$ cat src/rtl/enemy_pkg.sv
// Shared types and constants for the enemy group: direction codes, sprite
// facing offsets, screen bounds and the movement helper functions.
package enemy_pkg;

  typedef enum logic [2:0] {
    NO_ACTION = 3'b000,
    UP        = 3'b010,
    DOWN      = 3'b011,
    LEFT      = 3'b100,
    RIGHT     = 3'b101
  } dir_e;

  typedef struct packed {
    logic [8:0] x;
    logic [7:0] y;
  } pos_t;

  localparam logic [5:0] BASE_DOWN  = 6'd0;
  localparam logic [5:0] BASE_LEFT  = 6'd16;
  localparam logic [5:0] BASE_UP    = 6'd32;
  localparam logic [5:0] BASE_RIGHT = 6'd48;

  localparam logic [5:0] TRANSPARENT = 6'h3F;

  localparam logic [8:0] X_MIN = 9'd0;
  localparam logic [8:0] X_MAX = 9'd304;
  localparam logic [7:0] Y_MIN = 8'd0;
  localparam logic [7:0] Y_MAX = 8'd224;

  localparam int         START_X    = 32;
  localparam int         START_STEP = 48;
  localparam logic [7:0] START_Y    = 8'd96;

  function automatic logic [5:0] facing_base(input dir_e d);
    case (d)
      LEFT:    return BASE_LEFT;
      UP:      return BASE_UP;
      RIGHT:   return BASE_RIGHT;
      default: return BASE_DOWN;
    endcase
  endfunction

  // Random override only fires on r[1:0]==11, so chase still dominates.
  function automatic dir_e next_dir(input logic rand_en, input logic [3:0] r,
                                    input logic [8:0] lx, input logic [7:0] ly,
                                    input pos_t p);
    if (rand_en && r[1:0] == 2'b11) begin
      case (r[3:2])
        2'd0:    return UP;
        2'd1:    return DOWN;
        2'd2:    return LEFT;
        default: return RIGHT;
      endcase
    end
    if (ly < p.y) return UP;
    if (ly > p.y) return DOWN;
    if (lx < p.x) return LEFT;
    if (lx > p.x) return RIGHT;
    return NO_ACTION;
  endfunction

  function automatic pos_t step_pos(input pos_t p, input dir_e d);
    pos_t n;
    n = p;
    case (d)
      UP:      if (p.y > Y_MIN) n.y = p.y - 8'd1;
      DOWN:    if (p.y < Y_MAX) n.y = p.y + 8'd1;
      LEFT:    if (p.x > X_MIN) n.x = p.x - 9'd1;
      RIGHT:   if (p.x < X_MAX) n.x = p.x + 9'd1;
      default: n = p;
    endcase
    return n;
  endfunction

  // Maximal-length Galois masks; the MSB is always set so a nonzero state stays nonzero.
  function automatic logic [23:0] lfsr_taps(input int width);
    case (width)
      4:       return 24'h00000C;
      8:       return 24'h0000B8;
      12:      return 24'h000E08;
      16:      return 24'h00B400;
      20:      return 24'h090000;
      24:      return 24'hE10000;
      default: return 24'h000001 << (width - 1);
    endcase
  endfunction

endpackage

$ cat src/rtl/enemy_group_if.sv
// Control/data bundle between the game controller and the enemy group.
interface enemy_group_if #(parameter int NUM_ENEMIES = 4);

  logic                       init;
  logic                       gen_move;
  logic                       move_enemies;
  logic                       draw_enemies;
  logic [8:0]                 link_x_pos;
  logic [7:0]                 link_y_pos;
  logic [NUM_ENEMIES-1:0]     collision;
  logic [NUM_ENEMIES-1:0]     hit;
  logic [5:0]                 colour;

  logic [9*NUM_ENEMIES-1:0]   enemy_x_pos;
  logic [8*NUM_ENEMIES-1:0]   enemy_y_pos;
  logic [3*NUM_ENEMIES-1:0]   enemy_direction;
  logic [NUM_ENEMIES-1:0]     enemy_alive;
  logic [9:0]                 sprite_addr;
  logic [8:0]                 enemy_x_draw;
  logic [7:0]                 enemy_y_draw;
  logic                       VGA_write;
  logic                       draw_done;
  logic                       all_dead;

  modport master (
    output init, gen_move, move_enemies, draw_enemies, link_x_pos, link_y_pos,
           collision, hit, colour,
    input  enemy_x_pos, enemy_y_pos, enemy_direction, enemy_alive, sprite_addr,
           enemy_x_draw, enemy_y_draw, VGA_write, draw_done, all_dead
  );

  modport slave (
    input  init, gen_move, move_enemies, draw_enemies, link_x_pos, link_y_pos,
           collision, hit, colour,
    output enemy_x_pos, enemy_y_pos, enemy_direction, enemy_alive, sprite_addr,
           enemy_x_draw, enemy_y_draw, VGA_write, draw_done, all_dead
  );

endinterface

$ cat src/rtl/enemy_lfsr.sv
// Free-running Galois LFSR; each enemy takes its own 4-bit slice as a random source.
module enemy_lfsr
  import enemy_pkg::*;
#(
  parameter int WIDTH = 16
) (
  input  logic             clock,
  input  logic             reseed_i,
  output logic [WIDTH-1:0] state_o
);

  localparam logic [WIDTH-1:0] TAPS = WIDTH'(lfsr_taps(WIDTH));
  localparam logic [WIDTH-1:0] SEED = WIDTH'(24'h5A3C91);

  logic [WIDTH-1:0] lfsr_q;
  logic [WIDTH-1:0] lfsr_d;

  always_comb begin
    lfsr_d = (lfsr_q >> 1) ^ (lfsr_q[0] ? TAPS : '0);
  end

  always_ff @(posedge clock) begin
    if (reseed_i) lfsr_q <= SEED;
    else          lfsr_q <= lfsr_d;
  end

  assign state_o = lfsr_q;

endmodule

$ cat src/rtl/enemy_group.sv
// Enemy group: per-enemy chase/random movement with health, plus a draw
// sequencer that streams a 16x16 sprite for every live enemy.
module enemy_group
  import enemy_pkg::*;
#(
  parameter int NUM_ENEMIES = 4,
  parameter int MAX_HEALTH  = 3,
  parameter int RAND_MOVE   = 1
) (
  input logic          clock,
  input logic          reset,
  enemy_group_if.slave bus
);

  localparam int LW = 4 * NUM_ENEMIES;

  localparam logic [1:0] D_IDLE = 2'd0;
  localparam logic [1:0] D_SEL  = 2'd1;
  localparam logic [1:0] D_PIX  = 2'd2;
  localparam logic [1:0] D_DONE = 2'd3;

  pos_t                   pos_q    [NUM_ENEMIES];
  pos_t                   pos_d    [NUM_ENEMIES];
  dir_e                   dir_q    [NUM_ENEMIES];
  dir_e                   dir_d    [NUM_ENEMIES];
  logic [2:0]             health_q [NUM_ENEMIES];
  logic [2:0]             health_d [NUM_ENEMIES];
  logic [NUM_ENEMIES-1:0] alive_q, alive_d;

  logic [1:0] state_q, state_d;
  logic [2:0] idx_q, idx_d;
  logic [7:0] count_q, count_d;
  logic [8:0] x_draw_q;
  logic [7:0] y_draw_q;
  logic       pix_q;
  logic       done_q;

  logic [LW-1:0] lfsr;
  logic          restart;
  logic          found;
  logic [2:0]    found_idx;
  pos_t          sel_pos;
  dir_e          sel_dir;

  assign restart = reset | bus.init;

  enemy_lfsr #(.WIDTH(LW)) u_lfsr (
    .clock    (clock),
    .reseed_i (restart),
    .state_o  (lfsr)
  );

  // A hit on the last health point kills the enemy in the same cycle; dead enemies freeze.
  always_comb begin
    alive_d = alive_q;
    for (int i = 0; i < NUM_ENEMIES; i++) begin
      pos_d[i]    = pos_q[i];
      dir_d[i]    = dir_q[i];
      health_d[i] = health_q[i];
      if (alive_q[i]) begin
        if (bus.gen_move)
          dir_d[i] = next_dir(RAND_MOVE != 0, lfsr[4*i +: 4], bus.link_x_pos,
                              bus.link_y_pos, pos_q[i]);
        if (bus.move_enemies) begin
          if (!bus.collision[i]) pos_d[i] = step_pos(pos_q[i], dir_q[i]);
          if (bus.hit[i]) begin
            health_d[i] = health_q[i] - 3'd1;
            if (health_q[i] == 3'd1) alive_d[i] = 1'b0;
          end
        end
      end
    end
  end

  always_ff @(posedge clock) begin
    if (restart) begin
      for (int i = 0; i < NUM_ENEMIES; i++) begin
        pos_q[i].x  <= 9'(START_X + START_STEP * i);
        pos_q[i].y  <= START_Y;
        dir_q[i]    <= DOWN;
        health_q[i] <= 3'(MAX_HEALTH);
      end
      alive_q <= '1;
    end else begin
      pos_q    <= pos_d;
      dir_q    <= dir_d;
      health_q <= health_d;
      alive_q  <= alive_d;
    end
  end

  always_comb begin
    found     = 1'b0;
    found_idx = idx_q;
    sel_pos   = '0;
    sel_dir   = DOWN;
    for (int i = NUM_ENEMIES - 1; i >= 0; i--) begin
      if (alive_q[i] && 3'(i) >= idx_q) begin
        found     = 1'b1;
        found_idx = 3'(i);
      end
      if (3'(i) == idx_q) begin
        sel_pos = pos_q[i];
        sel_dir = dir_q[i];
      end
    end
  end

  // Everything except D_DONE holds while draw_enemies is low.
  always_comb begin
    state_d = state_q;
    idx_d   = idx_q;
    count_d = count_q;
    case (state_q)
      D_IDLE: if (bus.draw_enemies) begin
        state_d = D_SEL;
        idx_d   = 3'd0;
      end
      D_SEL: if (bus.draw_enemies) begin
        if (found) begin
          state_d = D_PIX;
          idx_d   = found_idx;
          count_d = 8'd0;
        end else begin
          state_d = D_DONE;
        end
      end
      D_PIX: if (bus.draw_enemies) begin
        count_d = count_q + 8'd1;
        if (count_q == 8'hFF) begin
          state_d = D_SEL;
          idx_d   = idx_q + 3'd1;
        end
      end
      default: state_d = D_IDLE;
    endcase
  end

  always_ff @(posedge clock) begin
    if (restart) begin
      state_q  <= D_IDLE;
      idx_q    <= 3'd0;
      count_q  <= 8'd0;
      x_draw_q <= 9'd0;
      y_draw_q <= 8'd0;
      pix_q    <= 1'b0;
      done_q   <= 1'b0;
    end else begin
      state_q <= state_d;
      idx_q   <= idx_d;
      count_q <= count_d;
      pix_q   <= (state_q == D_PIX) && bus.draw_enemies;
      done_q  <= (state_d == D_DONE) && (state_q != D_DONE);
      if ((state_q == D_PIX) && bus.draw_enemies) begin
        x_draw_q <= sel_pos.x + {5'd0, count_q[3:0]};
        y_draw_q <= sel_pos.y + {4'd0, count_q[7:4]};
      end
    end
  end

  always_comb begin
    bus.enemy_x_pos     = '0;
    bus.enemy_y_pos     = '0;
    bus.enemy_direction = '0;
    for (int i = 0; i < NUM_ENEMIES; i++) begin
      bus.enemy_x_pos[9*i +: 9]     = pos_q[i].x;
      bus.enemy_y_pos[8*i +: 8]     = pos_q[i].y;
      bus.enemy_direction[3*i +: 3] = dir_q[i];
    end
  end

  assign bus.enemy_alive  = alive_q;
  assign bus.all_dead     = ~|alive_q;
  assign bus.sprite_addr  = (state_q == D_PIX)
                            ? {count_q[7:4], facing_base(sel_dir) + {2'b00, count_q[3:0]}}
                            : 10'd0;
  assign bus.enemy_x_draw = x_draw_q;
  assign bus.enemy_y_draw = y_draw_q;
  assign bus.VGA_write    = pix_q && (bus.colour != TRANSPARENT);
  assign bus.draw_done    = done_q;

endmodule

$ cat src/flat_wrapper.sv
// flat-port wrapper written by rule: the top's interface ports become plain ports
module enemy_group_flat import enemy_pkg::*;
#(
  parameter int NUM_ENEMIES = 4,
  parameter int MAX_HEALTH  = 3,
  parameter int RAND_MOVE   = 1
)
  (clock, reset, bus_init, bus_gen_move, bus_move_enemies, bus_draw_enemies, bus_link_x_pos, bus_link_y_pos, bus_collision, bus_hit, bus_colour, bus_enemy_x_pos, bus_enemy_y_pos, bus_enemy_direction, bus_enemy_alive, bus_sprite_addr, bus_enemy_x_draw, bus_enemy_y_draw, bus_VGA_write, bus_draw_done, bus_all_dead);
  enemy_group_if #(.NUM_ENEMIES(NUM_ENEMIES)) bus_i ();
  input logic clock;
  input logic reset;
  input wire logic [$bits(bus_i.init)-1:0] bus_init;
  input wire logic [$bits(bus_i.gen_move)-1:0] bus_gen_move;
  input wire logic [$bits(bus_i.move_enemies)-1:0] bus_move_enemies;
  input wire logic [$bits(bus_i.draw_enemies)-1:0] bus_draw_enemies;
  input wire logic [$bits(bus_i.link_x_pos)-1:0] bus_link_x_pos;
  input wire logic [$bits(bus_i.link_y_pos)-1:0] bus_link_y_pos;
  input wire logic [$bits(bus_i.collision)-1:0] bus_collision;
  input wire logic [$bits(bus_i.hit)-1:0] bus_hit;
  input wire logic [$bits(bus_i.colour)-1:0] bus_colour;
  output wire logic [$bits(bus_i.enemy_x_pos)-1:0] bus_enemy_x_pos;
  output wire logic [$bits(bus_i.enemy_y_pos)-1:0] bus_enemy_y_pos;
  output wire logic [$bits(bus_i.enemy_direction)-1:0] bus_enemy_direction;
  output wire logic [$bits(bus_i.enemy_alive)-1:0] bus_enemy_alive;
  output wire logic [$bits(bus_i.sprite_addr)-1:0] bus_sprite_addr;
  output wire logic [$bits(bus_i.enemy_x_draw)-1:0] bus_enemy_x_draw;
  output wire logic [$bits(bus_i.enemy_y_draw)-1:0] bus_enemy_y_draw;
  output wire logic [$bits(bus_i.VGA_write)-1:0] bus_VGA_write;
  output wire logic [$bits(bus_i.draw_done)-1:0] bus_draw_done;
  output wire logic [$bits(bus_i.all_dead)-1:0] bus_all_dead;
  assign bus_i.init = bus_init;
  assign bus_i.gen_move = bus_gen_move;
  assign bus_i.move_enemies = bus_move_enemies;
  assign bus_i.draw_enemies = bus_draw_enemies;
  assign bus_i.link_x_pos = bus_link_x_pos;
  assign bus_i.link_y_pos = bus_link_y_pos;
  assign bus_i.collision = bus_collision;
  assign bus_i.hit = bus_hit;
  assign bus_i.colour = bus_colour;
  assign bus_enemy_x_pos = bus_i.enemy_x_pos;
  assign bus_enemy_y_pos = bus_i.enemy_y_pos;
  assign bus_enemy_direction = bus_i.enemy_direction;
  assign bus_enemy_alive = bus_i.enemy_alive;
  assign bus_sprite_addr = bus_i.sprite_addr;
  assign bus_enemy_x_draw = bus_i.enemy_x_draw;
  assign bus_enemy_y_draw = bus_i.enemy_y_draw;
  assign bus_VGA_write = bus_i.VGA_write;
  assign bus_draw_done = bus_i.draw_done;
  assign bus_all_dead = bus_i.all_dead;
  enemy_group #(.NUM_ENEMIES(NUM_ENEMIES), .MAX_HEALTH(MAX_HEALTH), .RAND_MOVE(RAND_MOVE)) u_core (.clock(clock), .reset(reset), .bus(bus_i));
endmodule
$ cat config.mk
export PLATFORM = sky130hd
export DESIGN_NAME = enemy_group_flat
export DESIGN_NICKNAME = d
export VERILOG_FILES = /design/src/rtl/enemy_pkg.sv /design/src/rtl/enemy_group_if.sv /design/src/rtl/enemy_lfsr.sv /design/src/rtl/enemy_group.sv /design/src/flat_wrapper.sv
export SDC_FILE = /design/constraint.sdc
export NUM_CORES = 1
export LEC_CHECK = 0
export ABC_CLOCK_PERIOD_IN_PS = 5100
export CORE_UTILIZATION = 55
export DETAILED_ROUTE_END_ITERATION = 8
export PLACE_DENSITY = 0.86
export SLEW_MARGIN = 20
export SYNTH_ARGS = -nofsm -noshare
export SYNTH_HDL_FRONTEND = slang
export SYNTH_SLANG_ARGS = --single-unit
$ cat constraint.sdc
create_clock -name clock -period 5.1 [get_ports clock]
set_clock_uncertainty 0.1 [all_clocks]
set_input_delay 1.02 -clock clock [delete_from_list [all_inputs] [get_ports clock]]
set_output_delay 1.02 -clock clock [all_outputs]
set_load 0.005 [all_outputs]
## After elaboration in Yosys (flattened, before gate mapping)

Index checks and enable logic that the tools add are counted.

- Bits of input ports: 37
- Register bits: 144

- Reduce and logical (&&, ||, !) cells: 43
- Add/sub/neg operators: 25
- Order comparisons: 36
- Multiplexer cells: 227
- Eq/ne operators: 66
- Bitwise logic cells: 6

Operators by type and width:

| kind | count |
|---|---|
| $mux W3 | 61 |
| $mux W1 | 121 |
| $mux W8 | 11 |
| $pmux W8 S2 | 5 |
| $mux W9 | 8 |
| $pmux W9 S2 | 4 |
| $mux W17 | 4 |
| $reduce_and A6 Y1 | 8 |
| $pmux W3 S3 | 5 |
| $add A8 B1 Y8 const B | 5 |
| $add A9 B1 Y9 const B | 4 |
| $gt A9 B1 Y1 const B | 4 |
| $gt A9 B9 Y1 | 4 |
| $lt A9 B9 Y1 | 4 |
| $lt A9 B9 Y1 const B | 4 |
| $ne A2 B1 Y1 const B | 18 |
| $sub A9 B1 Y9 const B | 4 |
| $gt A8 B1 Y1 const B | 4 |
| $gt A8 B8 Y1 | 4 |
| $lt A8 B8 Y1 | 4 |
| $lt A8 B8 Y1 const B | 4 |
| $sub A8 B1 Y8 const B | 4 |
| $eq A3 B3 Y1 const B | 10 |
| $eq A3 B2 Y1 const B | 9 |
| 35 further kinds | 90 |

## Longest topological paths before layout

Gate-level depths: netlist of run 1.

- Depth after elaboration: 27
- Depth in mapped cells: 19
- Depth with buffers taken out: 16

## Hierarchy

A second synthesis of run 1 with hierarchy kept.

- Cells, all modules: 1381
- Area, all modules: 11053.1 um^2

Modules (own cells, without submodules):

| module | area each (um^2) | times used | seq. area each (um^2) | cells each |
|---|---|---|---|---|
| enemy_group | 10490.1 | 1 | 2562.5 | 1332 |
| enemy_lfsr | 563.0 | 1 | 320.3 | 49 |

## Worst setup path after synthesis of run 1

Ideal clock, no wire load.

- Path type: reg-to-reg
- Start point: reg u_core.idx_q[0]
- End point: reg u_core.x_draw_q[8], in the netlist u_core.bus.enemy_x_draw[8]
- Period minus slack after synthesis: 3.522 ns
- Stages on the path, launching flop included: 20
- Path slack: 1.578 ns
- Path buffers: 3
- Arrival: 3.286 ns
- Cells stage by stage: dfxtp_1 inv_1 ha_1 buf_2 buf_2 clkbuf_1 nand2b_1 a21oi_1 a21oi_1 nor3_1 a21oi_1 nor2_1 ha_1 fa_1 a21o_1 a21oi_1 a211oi_2 o211ai_1 xor2_1 a211oi_2

- Longest elaborated chain between the ends: 6
- Elaborated cells on any way between the ends: 9

RTL lines:

| item | line | source |
|---|---|---|
| start, declared | enemy_group.sv:31 | `logic [2:0] idx_q, idx_d;` |
| start signal, assigned | enemy_group.sv:150 | `idx_q <= idx_d;` |
| $eq A2 B3 Y1 | enemy_group.sv:102 | `if (3'(i) == idx_q) begin` |
| $mux W17 (3 in series) | enemy_group.sv:102 |  |
| $mux W17 * | enemy_group.sv:102 |  |
| $add A9 B4 Y9 * | enemy_group.sv:155 | `x_draw_q <= sel_pos.x + {5'd0, count_q[3:0]};` |
| end signal, assigned | enemy_group.sv:155 |  |
| end, declared | enemy_group.sv:33 | `logic [8:0] x_draw_q;` |

Every way passes the cells marked *; elsewhere a longest branch is shown, timed or not.
A chain may end at the register's enable or synchronous reset.

## Worst setup path after layout of run 1

- Start point: reg u_core.idx_q[1]
- End point: out bus_sprite_addr[5]

- Longest elaborated chain between the ends: 9
- Elaborated cells on any way between the ends: 14

RTL lines:

| item | line | source |
|---|---|---|
| $eq A2 B3 Y1 | enemy_group.sv:102 |  |
| $mux W3 (3 in series) | enemy_group.sv:102 |  |
| $mux W3 * | enemy_group.sv:102 |  |
| $eq A3 B3 Y1 / $eq A3 B2 Y1 (equally long branches) | enemy_pkg.sv:35 | `case (d)` |
| $pmux W6 S3 * | enemy_pkg.sv:35 |  |
| $add A6 B4 Y6 * | enemy_group.sv:175 | `? {count_q[7:4], facing_base(sel_dir) + {2'b00, count_q[3:0]}}` |
| $mux W10 * | enemy_group.sv:175 |  |
| end, declared | flat_wrapper.sv:25 | `output wire logic [$bits(bus_i.sprite_addr)-1:0] bus_sprite_addr;` |

Marks and branches as above.

==> impl_metrics.json, run 1 <==
{
  "syn_to_final_growth_pct": 20.5,
  "power.leakage_nw": 5.28,
  "synthFlopType": "dfxtp_1",
  "drc": 0,
  "crit_type": "reg2out",
  "drt_iter0_markers": 983,
  "ys_ff_latch": 144,
  "cts_htree_levels": 4,
  "critPathMaxStageDelay_ps": 620,
  "dieWidth_um": 143,
  "antenna_cells": 0,
  "crit_family": "buffers and inverters",
  "ys_warn_count": 0,
  "holdCritPathClass": "reg2reg",
  "arrival_ps": 3510,
  "totalWireLength_mm": 33.4,
  "fillerInstances": 1570,
  "end_kind": "output port",
  "p_switching_w": 0.000771,
  "clock_insertion_delay_worst_skew_ps": 440,
  "cts_sinks": 144,
  "layout_commonest_cell": "clkdlybuf4s50_1",
  "final_area_um2": 13200,
  "min_period_over_period_pct": 90.9,
  "ys_seq_area_share_pct": 26.3,
  "via_per_inst": 6.24,
  "crit_path_start_kind": "flop",
  "detailed_place_hpwl_mm": 24.5,
  "slew_headroom_pct": 29.7,
  "synth_area_um2": 11000,
  "layout-drive-gt1-share_pct": 4.28,
  "synth_edf_count": 0,
  "layout.nets": 1697,
  "pwr_density_cell_nw_per_um2": 210,
  "internal-power_w": 0.00200,
  "cp_cell_sequence": "buf_4, ha_1, buf_4, o21ai_0, a21oi_1, a211oi_1, a21oi_1, nand3_1, a21oi_1, clkdlybuf4s50_1",
  "syn_inst": 1382,
  "tns_ps": 0,
  "max_freq_mhz": 216,
  "drtPass1Iterations": 5,
  "status": "finished, final reports clean",
  "core_um2": 19500,
  "syn_nets": 1573,
  "synth.distinct_cells": 63,
  "grt_pass1_vias": 10500,
  "cp.required_ps": 3980,
  "cts_tree": "yes",
  "antenna_found_initial": 0,
  "post_cts_buffers": 0,
  "final_cell_mix": "150 x clkdlybuf4s50_1, 144 x ha_1, 144 x dfxtp_1, 134 x a21oi_1, 127 x nor2_1",
  "finalSetupViolCount": 0,
  "p_comb_share_pct": 13.3,
  "ctsResizeCount": 0,
  "p_sw_share_pct": 27.8,
  "async_reset_ff_share_pct": 0,
  "track_usage_pct": 33.0,
  "clk_pin_slew_ps": 60,
  "clockRootBuffer": "clkbuf_16",
  "fp.dieH_um": 143,
  "ios": 151,
  "fin_crit_ps": 4630,
  "pwr-share-clk_pct": 44.2,
  "cts-buffers-inserted": 17,
  "placed_area_um2": 12700,
  "slew_viol_final": 0,
  "gp_congestion": 0.934,
  "dieArea_um2": 20500,
  "row_count": 51,
  "io_buffers": 150,
  "overflow": 0,
  "clock_path_buffers": 2,
  "rsz0062_at_grt": "no",
  "p_seq_share_pct": 42.5,
  "grt_pass1_wl_mm": 52.4,
  "ant_nets": 0,
  "peakVddDrop_v": 0.000244,
  "crit_fanout": 27,
  "hold_viol_final": 0,
  "cp_slowest_cell": "ha_1",
  "initial_core_util_pct": 56.2,
  "hold_buffers": 0,
  "grt_max_degree": 82,
  "syn_area_per_cell_um2": 7.94,
  "worst_pin_slew_ps": 1050,
  "vias": 11100,
  "wl_per_cell_um": 18.7,
  "critPathBufInv": 3,
  "cp_common_cell": "a21oi_1",
  "drv_cap": 0
}
==> final timing paths <==
check                                                from                                       to  slack [ps]  cells after the start
setup / recovery             u_core.idx_q[1]$_SDFFE_PP0P_                       bus_sprite_addr[5]         470                     10
hold / removal    u_core.bus.enemy_y_draw[4]$_SDFFE_PP0P_  u_core.bus.enemy_y_draw[4]$_SDFFE_PP0P_         350                      2
setup reg to reg             u_core.idx_q[1]$_SDFFE_PP0P_  u_core.bus.enemy_x_draw[8]$_SDFFE_PP0P_        1140                     17
hold reg to reg   u_core.bus.enemy_y_draw[4]$_SDFFE_PP0P_  u_core.bus.enemy_y_draw[4]$_SDFFE_PP0P_         350                      2
==> synth_stat cells, drive strengths merged (4+ instances only) <==
master  count  area share [%]
buf        20            0.89
nand3      47             2.1
a21oi     134             6.1
a311o       4            0.36
xor2       30             2.4
or2         9            0.51
a21o       19             1.3
clkbuf     34             1.2
mux2i      15             1.4
nor2      128             4.4
xnor2      49             3.9
o221ai      5            0.40
nor4b       5            0.40
o41ai       8            0.64
a211oi     28             2.0
inv       107             3.7
a22oi      12            0.82
and2       19             1.1
nand3b      6            0.41
o211ai     25             1.7
nor2b      20             1.1
nor4       15            0.86
nand4b      7            0.56
o21a        7            0.48
or3        12            0.68
a221oi      6            0.59
o21ai      79             3.6
a31o        6            0.48
a31oi      10            0.57
nor3       24             1.1
ha        144              16
nand2b      7            0.40
nand4      25             1.4
nand2     107             3.7
o21bai     12            0.82
and3        5            0.29
dfxtp     144              26
fa         10             1.8
and3b       4            0.32
==> cells by family (layout without fill, tap and decap cells) <==
| logic type | count (synthesis) | count (layout) | share of synthesized area, % |
|---|---|---|---|
| muxes | 17 | 17 | 1.57 |
| xor gates and xnor gates | 79 | 79 | 6.31 |
| and+or+nand+nor | 446 | 446 | 19.8 |
| AOI/OAI and AO/OA | 381 | 381 | 22.0 |
| buffers and inverters | 161 | 298 | 5.71 |
| DFF | 144 | 144 | 26.3 |
| adders and majority gates | 154 | 154 | 18.2 |
==> tightest hold or removal path, delay by kind of cell (launching register included) <==
kind	cells	cell delay (ps)
flip-flops	1	310
AO/OA/AOI/OAI	1	50
AND/OR/NAND/NOR	1	50
==> registers in the layout, summed over array words and instances, names as in the netlist <==
name	flops
u_core.count_q	8
u_core.bus.enemy_y_draw	8
u_core.u_lfsr.state_o	16
u_core.bus.enemy_alive	4
u_core.health_q	12
u_core.bus.enemy_direction	12
u_core.idx_q	3
u_core.state_q	2
u_core.bus.enemy_x_draw	9
u_core.bus.draw_done	1
u_core.pix_q	1
u_core.bus.enemy_x_pos	36
u_core.bus.enemy_y_pos	32
==> power by group through the flow <==
stage,clock (W),sequential (W),combinational (W)
after floorplan,0,0.00119,0.000235
after CTS,0.00122,0.00118,0.000363
after global routing,0.00128,0.00118,0.000408
final,0.00123,0.00118,0.000369
after global placement,0,0.00120,0.000340
after detailed placement,0,0.00120,0.000357
==> routing by layer <==
metal  vias up  GRT usage, %  part of all wire [%]
li1       5226             -                     -
met1      5217          39.7                    40
met2       575          55.2                    47
met3       115          6.91                   8.6
met4         0          17.3                   4.0
met5         -             0                     0
==> per-stage QoR <==
stage,total power [W],utilization [%],cells,worst slack (ps),hold slack (ps)
after detailed placement,0.00156,64.8,1752,1040,345
final,0.00277,67.7,1784,465,352
after global placement,0.00154,64.8,1752,1130,341
after CTS,0.00276,67.7,1784,561,353
after global routing,0.00286,67.7,1784,298,389
after floorplan,0.00142,-,1382,1580,330
==> layout make-up <==
type                            instances  area, um2  share of cell area, %
Inverter                              107        402                   3.04
Timing Repair Buffer                  159       1570                   11.9
Multi-Input combinational cell       1077       7470                   56.5
Clock inverter                         12        109                  0.823
Sequential cell                       144       2880                   21.8
Tap cell                              265        332                   2.51
Clock buffer                           20        457                   3.45
(Power assumes the default switching activity.)
==> run 2, diff against run 1 <==
SYNTH_HIERARCHICAL = 1   (was default)
==> run 2 against run 1 <==
- first-iteration DRC count increased by 12%
- die area increased by 0.74%
- routed wire length decreased by 6.0%
- worst hold slack improved by 3.2 ps
- clock power increased by 5%
- sequential power about the same
- via count decreased by 2.9%
- largest power group unchanged
==> impl_metrics.json, run 2 <==
{
  "status": "finished, final reports clean",
  "final_cells": 1773,
  "initial_core_util_pct": 56.4,
  "slew_headroom_pct": 37.6,
  "crit_type": "reg2out",
  "dieArea_um2": 20700,
  "core_um2": 19600,
  "peakVddDrop_v": 0.000258,
  "synth.distinct_cells": 70,
  "row_count": 51,
  "crit_path_start_kind": "flop",
  "worstSetupStartpoint": "u_core/idx_q[0]$_SDFFE_PP0P_",
  "track_usage_pct": 31.0,
  "ctsResizeCount": 0,
  "vias": 10800,
  "drv_cap": 0,
  "clockRootBuffer": "clkbuf_16",
  "layout.nets": 1686,
  "max_freq_mhz": 218,
  "internal-power_w": 0.00210,
  "largest_register_ffs": 36,
  "pwr_density_cell_nw_per_um2": 214,
  "antenna_cells": 0,
  "gp_congestion": 0.974,
  "drtPass1Iterations": 6,
  "detailed_place_hpwl_mm": 23.7,
  "syn_to_final_growth_pct": 20.0,
  "min_period_over_period_pct": 90.1,
  "async_reset_ff_share_pct": 0,
  "via_per_inst": 6.09,
  "placed_cells": 1741,
  "cts_sinks": 144,
  "finalSetupViolCount": 0,
  "end_kind": "output port",
  "p_switching_w": 0.000747,
  "final_cell_mix": "150 x clkdlybuf4s50_1, 144 x ha_1, 144 x dfxtp_1, 138 x a21oi_1, 124 x nor2_1",
  "synth_area_um2": 11100,
  "utilization_pct": 67.7,
  "grt_max_degree": 50,
  "overflow": 0,
  "dieWidth_um": 144,
  "hp-start": "u_core/bus.enemy_y_draw[4]$_SDFFE_PP0P_",
  "drc": 0,
  "seq_area_um2": 2880,
  "drt_iter0_markers": 1100,
  "clock_insertion_delay_worst_skew_ps": 440,
  "syn_inst": 1381,
  "ant_nets": 0,
  "tns_ps": 0,
  "synth_edf_count": 0,
  "post_cts_buffers": 0,
  "fillerInstances": 1572,
  "wl_per_cell_um": 17.7,
  "ys_ff_latch": 144,
  "fin_crit_ps": 4590,
  "hold_viol_final": 0,
  "totalWireLength_mm": 31.4,
  "clk_pin_slew_ps": 60,
  "rsz0062_at_grt": "no",
  "cts_htree_levels": 4,
  "p_sw_share_pct": 26.3,
  "arrival_ps": 3470,
  "cts-buffers-inserted": 17,
  "holdCritPathClass": "reg2reg",
  "grt_pass1_wl_mm": 50.4,
  "p_seq_share_pct": 41.4,
  "reg2reg_from": "u_core/idx_q[1]$_SDFFE_PP0P_",
  "synthFlopType": "dfxtp_1",
  "slew_viol_final": 0,
  "p_comb_share_pct": 13.3,
  "syn_area_per_cell_um2": 8.00,
  "worst_pin_slew_ps": 935,
  "syn_nets": 1572,
  "layout-drive-gt1-share_pct": 4.24,
  "ys_warn_count": 6,
  "layout_commonest_cell": "clkdlybuf4s50_1",
  "cp.required_ps": 3980,
  "synth_top_area_share_pct": 26.1,
  "hold_buffers": 0,
  "r2r_slack_ps": 1540,
  "multiInputGateArea_um2": 7480,
  "antenna_found_initial": 0,
  "ys_top_cells_by_count": "144 x dfxtp_1, 144 x ha_1, 138 x a21oi_1",
  "pwr-share-clk_pct": 45.2,
  "grt_pass1_vias": 10100,
  "yosysTopAreaCell": "dfxtp_1",
  "cts_tree": "yes",
  "fp.dieH_um": 144,
  "crit_fanout": 20,
  "power.leakage_nw": 5.44,
  "yosys-top-cells-area": "dfxtp_1 26%, ha_1 16%, a21oi_1 6.2%, nor2_1 4.2%, inv_1 3.5%",
  "clock_path_buffers": 2,
  "ys_seq_area_share_pct": 26.1,
  "ios": 151,
  "io_buffers": 150
}
-- run 2: cell types whose count changed in the layout (fill, tap and decap cells not counted), moves of 6 or more --
cell,before,now
nand3_1,47,36
o21ai_0,76,62
o21a_1,7,17
xnor2_1,49,42
xor2_1,30,41
o32ai_1,0,8
and2_1,19,11
o211ai_1,25,14
a211o_1,3,10
and2b_1,0,6
-- run 2: layout make-up --
class                      count  share of cell area (%)
inverter                     105                    2.97
tap                          265                    2.50
sequential                   144                    21.7
timing repair buffer         160                    11.9
multi-input combinational   1067                    56.4
clock buffer                  18                    3.31
clock inverter                14                    1.23
-- run 2: final timing paths --
path | endpoint | cells past startpoint
setup / recovery | bus_sprite_addr[5] | 10
hold / removal | u_core/bus.enemy_y_draw[4]$_SDFFE_PP0P_ | 2
setup reg to reg | u_core/bus.enemy_x_draw[8]$_SDFFE_PP0P_ | 15
hold reg to reg | u_core/bus.enemy_y_draw[4]$_SDFFE_PP0P_ | 2
-- run 2: cell families (layout without fill, tap and decap cells) --
kind of cell | after synthesis | in the layout | synth area share [%]
xor+xnor | 83 | 83 | 6.58
simple gates | 432 | 432 | 19.4
compound gates | 376 | 376 | 21.5
fa+ha+maj | 154 | 154 | 18.1
mux | 22 | 22 | 2.03
buf+inv | 170 | 297 | 6.34
flops | 144 | 144 | 26.1
-- run 2: worst max-delay path, stage by stage (launching register included) --
cell,delay [ps]
dfxtp_1,310
inv_2,160
ha_1,470
buf_4,300
nor2b_1,150
a21oi_1,50
a2111oi_0,390
a21oi_1,100
or3_1,310
a21oi_1,240
clkdlybuf4s50_1,550
-- run 2: power groups by stage --
| stage | Combinational (W) | Clock [W] | Sequential, W |
|---|---|---|---|
| finish | 0.000379 | 0.00129 | 0.00118 |
| detailed placement | 0.000368 | 0 | 0.00120 |
| global placement | 0.000351 | 0 | 0.00120 |
| floorplan | 0.000253 | 0 | 0.00119 |
| global route | 0.000418 | 0.00135 | 0.00118 |
| CTS | 0.000372 | 0.00129 | 0.00118 |
-- run 2: layer usage --
layer	up-vias	GRT usage (%)	part of all wire, %
li1	5179	-	-
met1	5015	39.6	42
met2	528	50.8	47
met3	83	6.20	8.9
met4	0	12.8	2.9
met5	-	0	0
-- run 2: through the flow --
step	setup slack, ps	area (um2)	hold slack [ps]	total power, W
CTS	555	13300	357	0.00284
global placement	1030	12700	342	0.00155
finish	505	13300	355	0.00284
floorplan	1460	11100	309	0.00144
global route	322	13300	368	0.00295
detailed placement	1020	12700	348	0.00157
